--- config.mk ---
export PLATFORM = sky130hd
export DESIGN_NAME = data_break
export DESIGN_NICKNAME = d
export VERILOG_FILES = /design/src/rtl/data_break.sv
export SDC_FILE = /design/constraint.sdc
export NUM_CORES = 1
export LEC_CHECK = 0
export ABC_AREA = 0
export CAP_MARGIN = 20
export CORE_AREA = 2 2 82 115
export CTS_CLUSTER_SIZE = 40
export DETAILED_ROUTE_END_ITERATION = 8
export DIE_AREA = 0 0 84 117
export SKIP_LAST_GASP = 1
export SYNTH_ARGS = -nofsm -noshare
export SYNTH_HDL_FRONTEND = slang
export SYNTH_SLANG_ARGS = --single-unit
export TNS_END_PERCENT = 50
--- constraint.sdc ---
create_clock -name clk -period 2.4 [get_ports clk]
set_clock_uncertainty 0.05 [all_clocks]
set_input_delay 0.24 -clock clk [delete_from_list [all_inputs] [get_ports clk]]
set_output_delay 0.24 -clock clk [all_outputs]
set_load 0.02 [all_outputs]
--- src/rtl/data_break.sv ---
// data_break: memory-side responder for the disk DMA (data-break) handshake.
//
// Takes one word-transfer request at a time from the disk engine, waits for
// the CPU to offer a break slot, performs exactly one memory read or write
// on the disk's behalf and answers with a one-cycle grant.
//
// Ports
//   clk, reset      system clock, asynchronous active-high reset
//   clear           synchronous IOCLR (aborts only a transfer that has not
//                   yet touched memory)
//   dmaREQ/RD/WR    request and direction from the disk engine
//   dmaADDR/DOUT    word address and write data, stable while dmaREQ
//   dmaGNT          one-cycle transfer-complete pulse
//   dmaDIN          read data, valid in the grant cycle and held until the
//                   next read completes
//   brk_ok          CPU may accept a break cycle now
//   brk_hold        CPU must keep off memory while high
//   mem_*           single-port memory interface; mem_rdata arrives
//                   READ_LATENCY cycles after mem_re
//   proto_err       one-cycle pulse when a request has RD == WR
//
// Every output is driven straight from a flop.
module data_break #(
    parameter int READ_LATENCY = 1,
    parameter int ADDR_W       = 15
) (
    input  logic              clk,
    input  logic              reset,
    input  logic              clear,
    input  logic              dmaREQ,
    input  logic              dmaRD,
    input  logic              dmaWR,
    input  logic [ADDR_W-1:0] dmaADDR,
    input  logic [11:0]       dmaDOUT,
    output logic              dmaGNT,
    output logic [11:0]       dmaDIN,
    input  logic              brk_ok,
    output logic              brk_hold,
    output logic [ADDR_W-1:0] mem_addr,
    output logic [11:0]       mem_wdata,
    output logic              mem_we,
    output logic              mem_re,
    input  logic [11:0]       mem_rdata,
    output logic              proto_err
);

    localparam logic [2:0] S_IDLE      = 3'd0;
    localparam logic [2:0] S_WAIT_SLOT = 3'd1;
    localparam logic [2:0] S_WRITE     = 3'd2;
    localparam logic [2:0] S_READ_WAIT = 3'd3;
    localparam logic [2:0] S_GRANT     = 3'd4;

    // READ_WAIT starts with the counter at 0 in the mem_re cycle, so the
    // read data is due in the cycle where the counter equals the latency.
    localparam logic [2:0] LAT_LAST = 3'(READ_LATENCY);

    logic [2:0]        state_q, state_d;
    logic [2:0]        cnt_q, cnt_d;
    logic              is_wr_q, is_wr_d;
    logic [ADDR_W-1:0] addr_q, addr_d;
    logic [11:0]       wdata_q, wdata_d;
    logic [11:0]       din_q, din_d;
    logic              gnt_q, gnt_d;
    logic              hold_q, hold_d;
    logic              we_q, we_d;
    logic              re_q, re_d;
    logic              err_q, err_d;

    // Set when the memory slot has been obtained this cycle; the direction
    // comes from the live request in IDLE or the latched one in WAIT_SLOT.
    logic launch;
    logic launch_wr;

    always_comb begin
        state_d   = state_q;
        cnt_d     = cnt_q;
        is_wr_d   = is_wr_q;
        addr_d    = addr_q;
        wdata_d   = wdata_q;
        din_d     = din_q;
        gnt_d     = 1'b0;
        hold_d    = 1'b0;
        we_d      = 1'b0;
        re_d      = 1'b0;
        err_d     = 1'b0;
        launch    = 1'b0;
        launch_wr = is_wr_q;

        case (state_q)
            S_IDLE: begin
                if (!clear && dmaREQ) begin
                    if (dmaRD == dmaWR) begin
                        // Ambiguous direction: complete the handshake with
                        // an error flag but never touch memory.
                        state_d = S_GRANT;
                        gnt_d   = 1'b1;
                        err_d   = 1'b1;
                    end else begin
                        addr_d    = dmaADDR;
                        wdata_d   = dmaDOUT;
                        is_wr_d   = dmaWR;
                        launch_wr = dmaWR;
                        if (brk_ok) begin
                            launch = 1'b1;
                        end else begin
                            state_d = S_WAIT_SLOT;
                        end
                    end
                end
            end
            S_WAIT_SLOT: begin
                if (clear) begin
                    state_d = S_IDLE;
                end else if (brk_ok) begin
                    launch = 1'b1;
                end
            end
            S_WRITE: begin
                hold_d  = 1'b1;
                gnt_d   = 1'b1;
                state_d = S_GRANT;
            end
            S_READ_WAIT: begin
                hold_d = 1'b1;
                if (cnt_q == LAT_LAST) begin
                    din_d   = mem_rdata;
                    gnt_d   = 1'b1;
                    state_d = S_GRANT;
                end else begin
                    cnt_d = cnt_q + 3'd1;
                end
            end
            S_GRANT: begin
                // dmaREQ is deliberately not looked at here: the requester
                // only sees the grant during this cycle.
                state_d = S_IDLE;
            end
            default: begin
                state_d = S_IDLE;
            end
        endcase

        // Once the slot is taken the transfer cannot be torn: clear and
        // brk_ok are no longer examined until the grant has gone out.
        if (launch) begin
            hold_d = 1'b1;
            cnt_d  = '0;
            if (launch_wr) begin
                state_d = S_WRITE;
                we_d    = 1'b1;
            end else begin
                state_d = S_READ_WAIT;
                re_d    = 1'b1;
            end
        end
    end

    always_ff @(posedge clk or posedge reset) begin
        if (reset) begin
            state_q <= S_IDLE;
            cnt_q   <= '0;
            is_wr_q <= 1'b0;
            addr_q  <= '0;
            wdata_q <= '0;
            din_q   <= '0;
            gnt_q   <= 1'b0;
            hold_q  <= 1'b0;
            we_q    <= 1'b0;
            re_q    <= 1'b0;
            err_q   <= 1'b0;
        end else begin
            state_q <= state_d;
            cnt_q   <= cnt_d;
            is_wr_q <= is_wr_d;
            addr_q  <= addr_d;
            wdata_q <= wdata_d;
            din_q   <= din_d;
            gnt_q   <= gnt_d;
            hold_q  <= hold_d;
            we_q    <= we_d;
            re_q    <= re_d;
            err_q   <= err_d;
        end
    end

    assign dmaGNT    = gnt_q;
    assign dmaDIN    = din_q;
    assign brk_hold  = hold_q;
    assign mem_addr  = addr_q;
    assign mem_wdata = wdata_q;
    assign mem_we    = we_q;
    assign mem_re    = re_q;
    assign proto_err = err_q;

endmodule

**Word level (Yosys, flattened, before mapping)**

Index checks and enable logic that the tools add are counted.

- Flip-flop bits (word level): 51
- Input bits: 46
- Output and inout port bits: 44
- Logic and storage cells: 62

- Add/sub/neg operators: 1
- Eq/ne operators: 10
- Multiplexer cells: 30
- Bitwise gates (word level): 1
- Reduce and logical (&&, ||, !) cells: 9

Operator list:

| kind | number |
|---|---|
| $mux W3 | 9 |
| $mux W1 | 18 |
| $pmux W3 S4 | 1 |
| $ne A3 B3 Y1 const B | 3 |
| $eq A3 B1 Y1 const B | 2 |
| $eq A3 B2 Y1 const B | 2 |
| $ne A4 B4 Y1 const B | 1 |
| $reduce_and A2 Y1 | 2 |
| $reduce_and A4 Y1 | 1 |
| $add A3 B1 Y3 const B | 1 |
| $logic_not A3 Y1 | 1 |
| $pmux W1 S3 | 1 |
| $reduce_and A3 Y1 | 1 |
| $ne A2 B2 Y1 const B | 1 |
| $pmux W1 S2 | 1 |
| $reduce_bool A2 Y1 | 1 |
| $reduce_or A2 Y1 | 1 |
| $eq A1 B1 Y1 | 1 |
| $logic_and A1 B1 Y1 | 1 |
| $logic_not A1 Y1 | 1 |
| $not A1 Y1 | 1 |

**Logic depth before layout (Yosys ltp)**

Gate-level depths: netlist (run 1).

- Depth in word-level cells: 6
- Gate-level depth with buffers: 6
- Gate-level depth less buffers: 5

**Worst setup path after synthesis (run 1)**

OpenSTA, ideal clock, no wires.

- Kind: register -> register
- Start point: register state_q[1]
- End point: register addr_q[0], in the netlist mem_addr[0]
- Library setup time: 0.125 ns
- Arrival time: 1.413 ns
- Data required time: 2.225 ns
- Path slack: 0.812 ns
- Stages on the path, launching flop included: 5
- Path buffers: 1
- Period minus slack after synthesis: 1.588 ns
- Cells stage by stage: dfrtp_1 > nor3_2 > nand3_4 > buf_6 > mux2_4

- Cells in the longest elaborated chain, start to end: 2

RTL lines:

| item | RTL line | source |
|---|---|---|
| from (decl) | 57 | `logic [2:0] state_q, state_d;` |
| from (signal assigned) | 172 | `state_q <= state_d;` |
| $logic_not A3 Y1 | 89 | `case (state_q)` |
| $reduce_and A3 Y1 (no line) | - |  |
| to (signal assigned) | 175 | `addr_q <= addr_d;` |
| to (decl) | 60 | `logic [ADDR_W-1:0] addr_q, addr_d;` |

No other way between the ends.
A chain may end at the register's enable or synchronous reset.

**Worst setup path after layout (run 1)**

- Start point: input port dmaWR
- End point: register addr_q[14], in the netlist mem_addr[14]

- Cells in the longest elaborated chain, start to end: 3

RTL lines:

| item | RTL line | source |
|---|---|---|
| from (decl) | 32 | `input logic dmaWR,` |
| $eq A1 B1 Y1 | 92 | `if (dmaRD == dmaWR) begin` |
| $not A1 Y1 (no line) | - |  |
| $reduce_and A3 Y1 (no line) | - |  |

No other way between the ends.

==> summary.md, run 1 <==
| Metric | Value |
|---|---|
| First-pass GRT wire length | `7560 um` |
| PwrDens | `963 mW/mm^2` |
| Via-to-Cell Ratio | `4.24` |
| CTS tree | `yes` |
| Crit start category | `primary input` |
| Port bufs | `89` |
| Row count | `41` |
| GRT met3 Usage | `0.0323` |
| WL/cell | `13.6 um` |
| RSZ-0062 raised after global routing | `no` |
| CTS Buf Count | `5` |
| Commonest non-fill, non-tap cell in the layout | `clkdlybuf4s50_1` |
| Die width | `84 um` |
| Fin Setup TNS | `0 ns` |
| Core Area | `0.00887 mm^2` |
| Seq/Total Area, Yosys | `0.593` |
| Final hold vios | `0` |
| WP data required | `2.52 ns` |
| Final std cells w/o fill | `348` |
| Crit Path Max Fanout | `27` |
| Lkg Pwr | `1.47 nW` |
| Clock Latency Late Sink | `0.28 ns` |
| Worst min path class | `in -> async` |
| Die Y | `117 um` |
| Worst Tran Pin Value | `0.512 ns` |
| Final Total Pwr | `0.00321 W` |
| Detailed Place HPWL | `3510 um` |
| Synth Register Bits | `51` |
| N_diodes | `0` |
| GRT Max-Usage Layer | `met2` |
| Placed cells | `340` |
| Critical Path AT | `1.93 ns` |
| Mapped Avg Cell Area | `14.8 um^2` |
| Met2 track demand over resource | `0.166` |
| Commonest cells after routing, fill and taps aside | `89 x clkdlybuf4s50_1, 51 x dfrtp_1, 20 x mux2_4, 18 x mux2_2, 8 x o21ai_0` |
| Number of global-route vias before repair | `1513` |
| Post-Syn Area | `0.00215 mm^2` |
| FF/Latch Area | `0.00128 mm^2` |
| Final Wtd Congestion | `0.828` |
| Setup Buffers After CTS | `0` |
| Starting density of the core | `0.242` |
| CP Class | `in -> reg` |
| Initial antenna violation count | `0` |
| CTS HTree Levels | `2` |
| Drt first pass iters | `4` |
| Final worst-path cycle share | `0.752` |
| Top-Level Pins | `90` |
| Critical Path Sink Type | `flop` |
| Post-route design area | `0.00333 mm^2` |
| Vias | `1474` |
| Length in cells of the worst reg-to-reg path | `4` |
| Total GRT Usage | `0.0994` |
| Sink Count | `51` |
| GRT met1 Usage | `0.119` |
| Mapped Nets | `193` |
| Clock transition at path regs | `0.06 ns` |
| Synthesized instance count | `145` |
| Layout Nets | `288` |
| Dpl cell area | `0.00318 mm^2` |
| Synth cell types | `29` |
| Fmax | `554 MHz` |
| Final Setup Violations | `0` |
| Yosys warns | `0` |
| Pins Over Slew Limit | `0` |
| Largest net degree at the start of global routing | `30` |
| Fillers | `844` |
| Layout cells sized above 1 | `0.216` |
| Number of DRC markers in iteration 0 | `35` |
| Final Critical Period | `1.81 ns` |
| Resized Gates After CTS | `0` |
| Maximum Capacitance Violations | `0` |
| Root buffer cell | `clkbuf_16` |
| Synth-to-Final Area Change | `55.0%` |
| Total Wirelength | `4730 um` |
| Hold buffers post-CTS | `0` |
| CTS Buffer Depth | `2` |
| Slew headroom | `0.658` |
| Die footprint | `0.00983 mm^2` |
| Footprint of the multi-input gates | `820 um^2` |
| Antenna Nets Post-Route | `0` |
| Peak VDD IR | `0.439 mV` |
| Final core utilization | `0.376` |
| Post-route DRC violation count | `0` |
| Status | `complete, no violations` |
| Grt ovf | `0` |
worst max-delay path: stages:
cell             delay [ns]
clkdlybuf4s50_1        0.52
xor2_2                 0.27
nand3_4                0.08
buf_4                  0.42
mux2_2                 0.38
per-layer routing:
metal / share of wire / wire [um]
met1: 0.41 / 1930
met2: 0.51 / 2430
met3: 0.060 / 284
met4: 0.017 / 80
met5: 0 / 0
through the flow:
stage / worst slack [ns] / hold slack (ns)
4_1_cts: 0.597 / 0.275
6_report: 0.595 / 0.262
3_3_place_gp: 0.329 / 0.419
5_1_grt: 0.528 / 0.308
3_5_place_dp: 0.285 / 0.432
2_1_floorplan: 0.812 / 0.315
cells by family after synthesis:
kind of cell / count (synthesis) / share of synthesized area
buf+inv: 10 / 0.0256
simple gates: 23 / 0.0704
compound gates: 18 / 0.0483
xor+xnor: 2 / 0.0116
mux: 39 / 0.239
flops: 51 / 0.593
fa+ha+maj: 2 / 0.0116
state kept, by name, summed over array words and instances (netlist names):
register / flops
mem_wdata: 12
proto_err: 1
mem_we: 1
brk_hold: 1
cnt_q: 3
dmaGNT: 1
dmaDIN: 12
state_q: 3
mem_re: 1
is_wr_q: 1
mem_addr: 15
worst paths after layout:
check | from | endpoint | slack, ns
worst max register to register | state_q[1] | mem_addr[2] | 0.62
worst max-delay path | dmaWR | mem_addr[14] | 0.59
worst min-delay path | reset | dmaDIN[2] | 0.26
min in group clk | dmaDIN[1] | dmaDIN[1] | 0.43
worst min register to register | dmaDIN[1] | dmaDIN[1] | 0.43
max in group asynchronous | reset | dmaDIN[3] | 1.50
synthesized netlist by cell type (all sizes together):
cell	instances	area share
nand3b	2	0.0070
ha	2	0.012
or3	1	0.0029
xor2	1	0.0076
nand4	1	0.0029
nor3	1	0.0047
o22ai	3	0.0087
inv	6	0.010
nand3	2	0.010
dfrtp	51	0.59
nand2b	3	0.0087
nand2	1	0.0017
or4	1	0.0035
nor2	6	0.010
a21oi	3	0.0070
o21ai	8	0.019
mux2	39	0.24
a21boi	1	0.0035
o31ai	1	0.0035
or4b	1	0.0047
buf	4	0.015
nor2b	3	0.0087
a211oi	2	0.0070
nor4bb	1	0.0047
xnor2	1	0.0041
cell type report:
cell class,count,share of cell area
Multi-Input combinational cell,84,0.246
Tap cell,107,0.0401
Timing Repair Buffer,92,0.278
Sequential cell,51,0.383
Clock buffer,8,0.0469
Inverter,6,0.00675
power by group:
part | switching [W] | internal (W) | total (W) | leakage [nW]
clock | 0.000294 | 0.000444 | 0.000738 | 0.0772
combinational | 0.000525 | 0.000708 | 0.00123 | 0.749
sequential | 0.000139 | 0.00110 | 0.00124 | 0.645
total | 0.000958 | 0.00225 | 0.00321 | 1.47
(Power assumes the default switching activity.)
==> run 2: changes to the inputs <==
==> constraint.sdc (replaced) <==
create_clock -name clk -period 1.7 [get_ports clk]
set_clock_uncertainty 0.05 [all_clocks]
set_input_delay 0.17 -clock clk [delete_from_list [all_inputs] [get_ports clk]]
set_output_delay 0.17 -clock clk [all_outputs]
set_load 0.02 [all_outputs]
==> summary.md, run 2 (synthesized netlist as in run 1, its figures left out) <==
| Metric | Value |
|---|---|
| Worst Tran Pin Value | `0.346 ns (-0.166 ns)` |
| Switching share of total power | `0.298 (about the same)` |
| Core Area | `0.00887 mm^2 (unchanged)` |
| WP data required | `1.82 ns (-0.70 ns)` |
| CTS HTree Levels | `2 (unchanged)` |
| Port bufs | `89 (unchanged)` |
| CP max stage delay | `0.41 ns (-0.11 ns)` |
| PwrDens | `1330 mW/mm^2 (+38%)` |
| Fmax | `631 MHz` |
| Sw Pwr | `0.00137 W (+43%)` |
| Sequential Power Share | `0.378 (-0.008)` |
| Total Wirelength | `4840 um (+2.4%)` |
| Lkg Pwr | `1.53 nW (+4.1%)` |
| Length in cells of the worst reg-to-reg path | `6 (+2)` |
| Number of global-route vias before repair | `1617 (+6.9%)` |
| Footprint of the multi-input gates | `825 um^2 (+0.61%)` |
| Slew headroom | `0.766 (+0.108)` |
| Maximum Capacitance Violations | `0 (unchanged)` |
| Worst min path class | `in -> async` |
| Pint | `0.00322 W (+43%)` |
| Row count | `41 (unchanged)` |
| RSZ-0062 raised after global routing | `yes` |
| Die footprint | `0.00983 mm^2 (unchanged)` |
| FF/Latch Area | `0.00128 mm^2 (unchanged)` |
| Grt ovf | `0 (unchanged)` |
| Status | `complete, no violations` |
| Setup Buffers After CTS | `0 (unchanged)` |
| Worst hold slack | `0.206 ns (-0.0559 ns)` |
| Final Total Pwr | `0.00458 W (+43%)` |
| Crit-path slowest cell | `dfrtp_1` |
| Fillers | `871 (+3.2%)` |
| CTS Buf Count | `5 (unchanged)` |
| Detailed Place HPWL | `3550 um (+1.1%)` |
| Number of DRC markers in iteration 0 | `46 (+31%)` |
| Die Y | `117 um (unchanged)` |
| Commonest non-fill, non-tap cell in the layout | `clkdlybuf4s50_1` |
| Commonest cells after routing, fill and taps aside | `89 x clkdlybuf4s50_1, 51 x dfrtp_1, 20 x mux2_4, 18 x mux2_2, 10 x buf_4` |
| Post-route DRC violation count | `0 (unchanged)` |
| Peak VDD IR | `0.602 mV (+37%)` |
| CP cell instances | `inv_1 -> ha_1 -> nand2b_1 -> nor2_1 -> buf_4 -> mux2_2` |
| Vias | `1501 (+1.8%)` |
| Root buffer cell | `clkbuf_16` |
| Synth-to-Final Area Change | `59.9%` |
| Fin Setup TNS | `0 ns (unchanged)` |
| Pins Over Slew Limit | `0 (unchanged)` |
| Combinational share of power | `0.395 (+0.011)` |
| Largest net degree at the start of global routing | `52 (+73%)` |
| Final Setup Violations | `0 (unchanged)` |
| CP Class | `reg -> reg` |
| CTS tree | `yes` |
| Clock Latency Late Sink | `0.29 ns (about the same)` |
| FF-to-FF Start | `cnt_q[1]` |
| Critical Path AT | `1.71 ns (-0.22 ns)` |
| Final Critical Period | `1.58 ns` |
| Worst Setup SP | `cnt_q[1]` |
| Initial antenna violation count | `0 (unchanged)` |
| Drt first pass iters | `4 (unchanged)` |
| Crit Path Max Fanout | `12 (-56%)` |
| Final hold vios | `0 (unchanged)` |
| Hold buffers post-CTS | `0 (unchanged)` |
| CTS Buffer Depth | `2 (unchanged)` |
| Layout Nets | `298 (+3.5%)` |
| Largest register FFs | `15 (unchanged)` |
| First-pass GRT wire length | `7990 um (+5.8%)` |
| Layout cells sized above 1 | `0.251 (+0.0352)` |
| Crit start category | `flop` |
| N_diodes | `0 (unchanged)` |
| Clock transition at path regs | `0.06 ns (about the same)` |
| Die width | `84 um (unchanged)` |
| Final worst-path cycle share | `0.932` |
| Total GRT Usage | `0.105 (+0.00577)` |
| Clock share of power | `0.227 (-0.003)` |
| Starting density of the core | `0.242 (unchanged)` |
| Via-to-Cell Ratio | `4.19 (-1.0%)` |
| WL/cell | `13.5 um (-0.47%)` |
| Top-Level Pins | `90 (unchanged)` |
| Antenna Nets Post-Route | `0 (unchanged)` |
| Critical Path Sink Type | `flop` |
| Final Wtd Congestion | `0.842 (+1.7%)` |
| Sink Count | `51 (unchanged)` |
run 2: per-layer routing:
layer / global-route usage / vias to the layer above / routed length [um] / part of all wire
met5: 0 / - / 0 / 0
met4: 0.0495 / 0 / 80 / 0.017
met3: 0.0351 / 6 / 295 / 0.061
met2: 0.179 / 55 / 2500 / 0.52
met1: 0.120 / 726 / 1960 / 0.41
li1: - / 714 / - / -
run 2: stage by stage:
step,worst slack (ns),instance area (um^2),instances,utilization
4_1_cts,0.0358,3430,358,0.387
6_report,0.116,3440,358,0.388
3_5_place_dp,-0.139,3280,350,0.369
3_3_place_gp,-0.118,3280,350,0.369
2_1_floorplan,0.112,2150,145,-
5_1_grt,-0.000178,3440,358,0.388
run 2: worst paths after layout:
kind	endpoint	slack, ns
hold reg to reg	dmaDIN[1]	0.44
setup reg to reg	dmaDIN[2]	0.12
min in group clk	mem_addr[10]	0.44
setup / recovery	dmaDIN[2]	0.12
max in group asynchronous	mem_wdata[9]	1.16
hold / removal	dmaDIN[1]	0.21
run 2: critical path: cells and delay by family, from the launching register on:
| family | cells | cell delay (ns) |
|---|---|---|
| simple gates | 2 | 0.17 |
| fa+ha+maj | 1 | 0.18 |
| flops | 1 | 0.41 |
| buf+inv | 2 | 0.29 |
| mux | 1 | 0.35 |
run 2: what timing repair did:
item	CTS	global route
hold endpoints to repair	0	0
resized for setup	0	1
setup endpoints to repair	0	3
run 2: layout make-up:
type / instances / share of cell area
Sequential cell: 51 / 0.371
Timing Repair Buffer: 102 / 0.298
Multi-Input combinational cell: 84 / 0.240
Clock buffer: 8 / 0.0455
Tap cell: 107 / 0.0389
Inverter: 6 / 0.00655
run 2: power groups by stage:
stage	Sequential, W	Combinational [W]	Clock, W
3_3_place_gp	0.00174	0.00181	0
2_1_floorplan	0.00214	0.000538	0
6_report	0.00173	0.00181	0.00104
5_1_grt	0.00179	0.00192	0.00114
3_5_place_dp	0.00176	0.00182	0
4_1_cts	0.00174	0.00184	0.00110
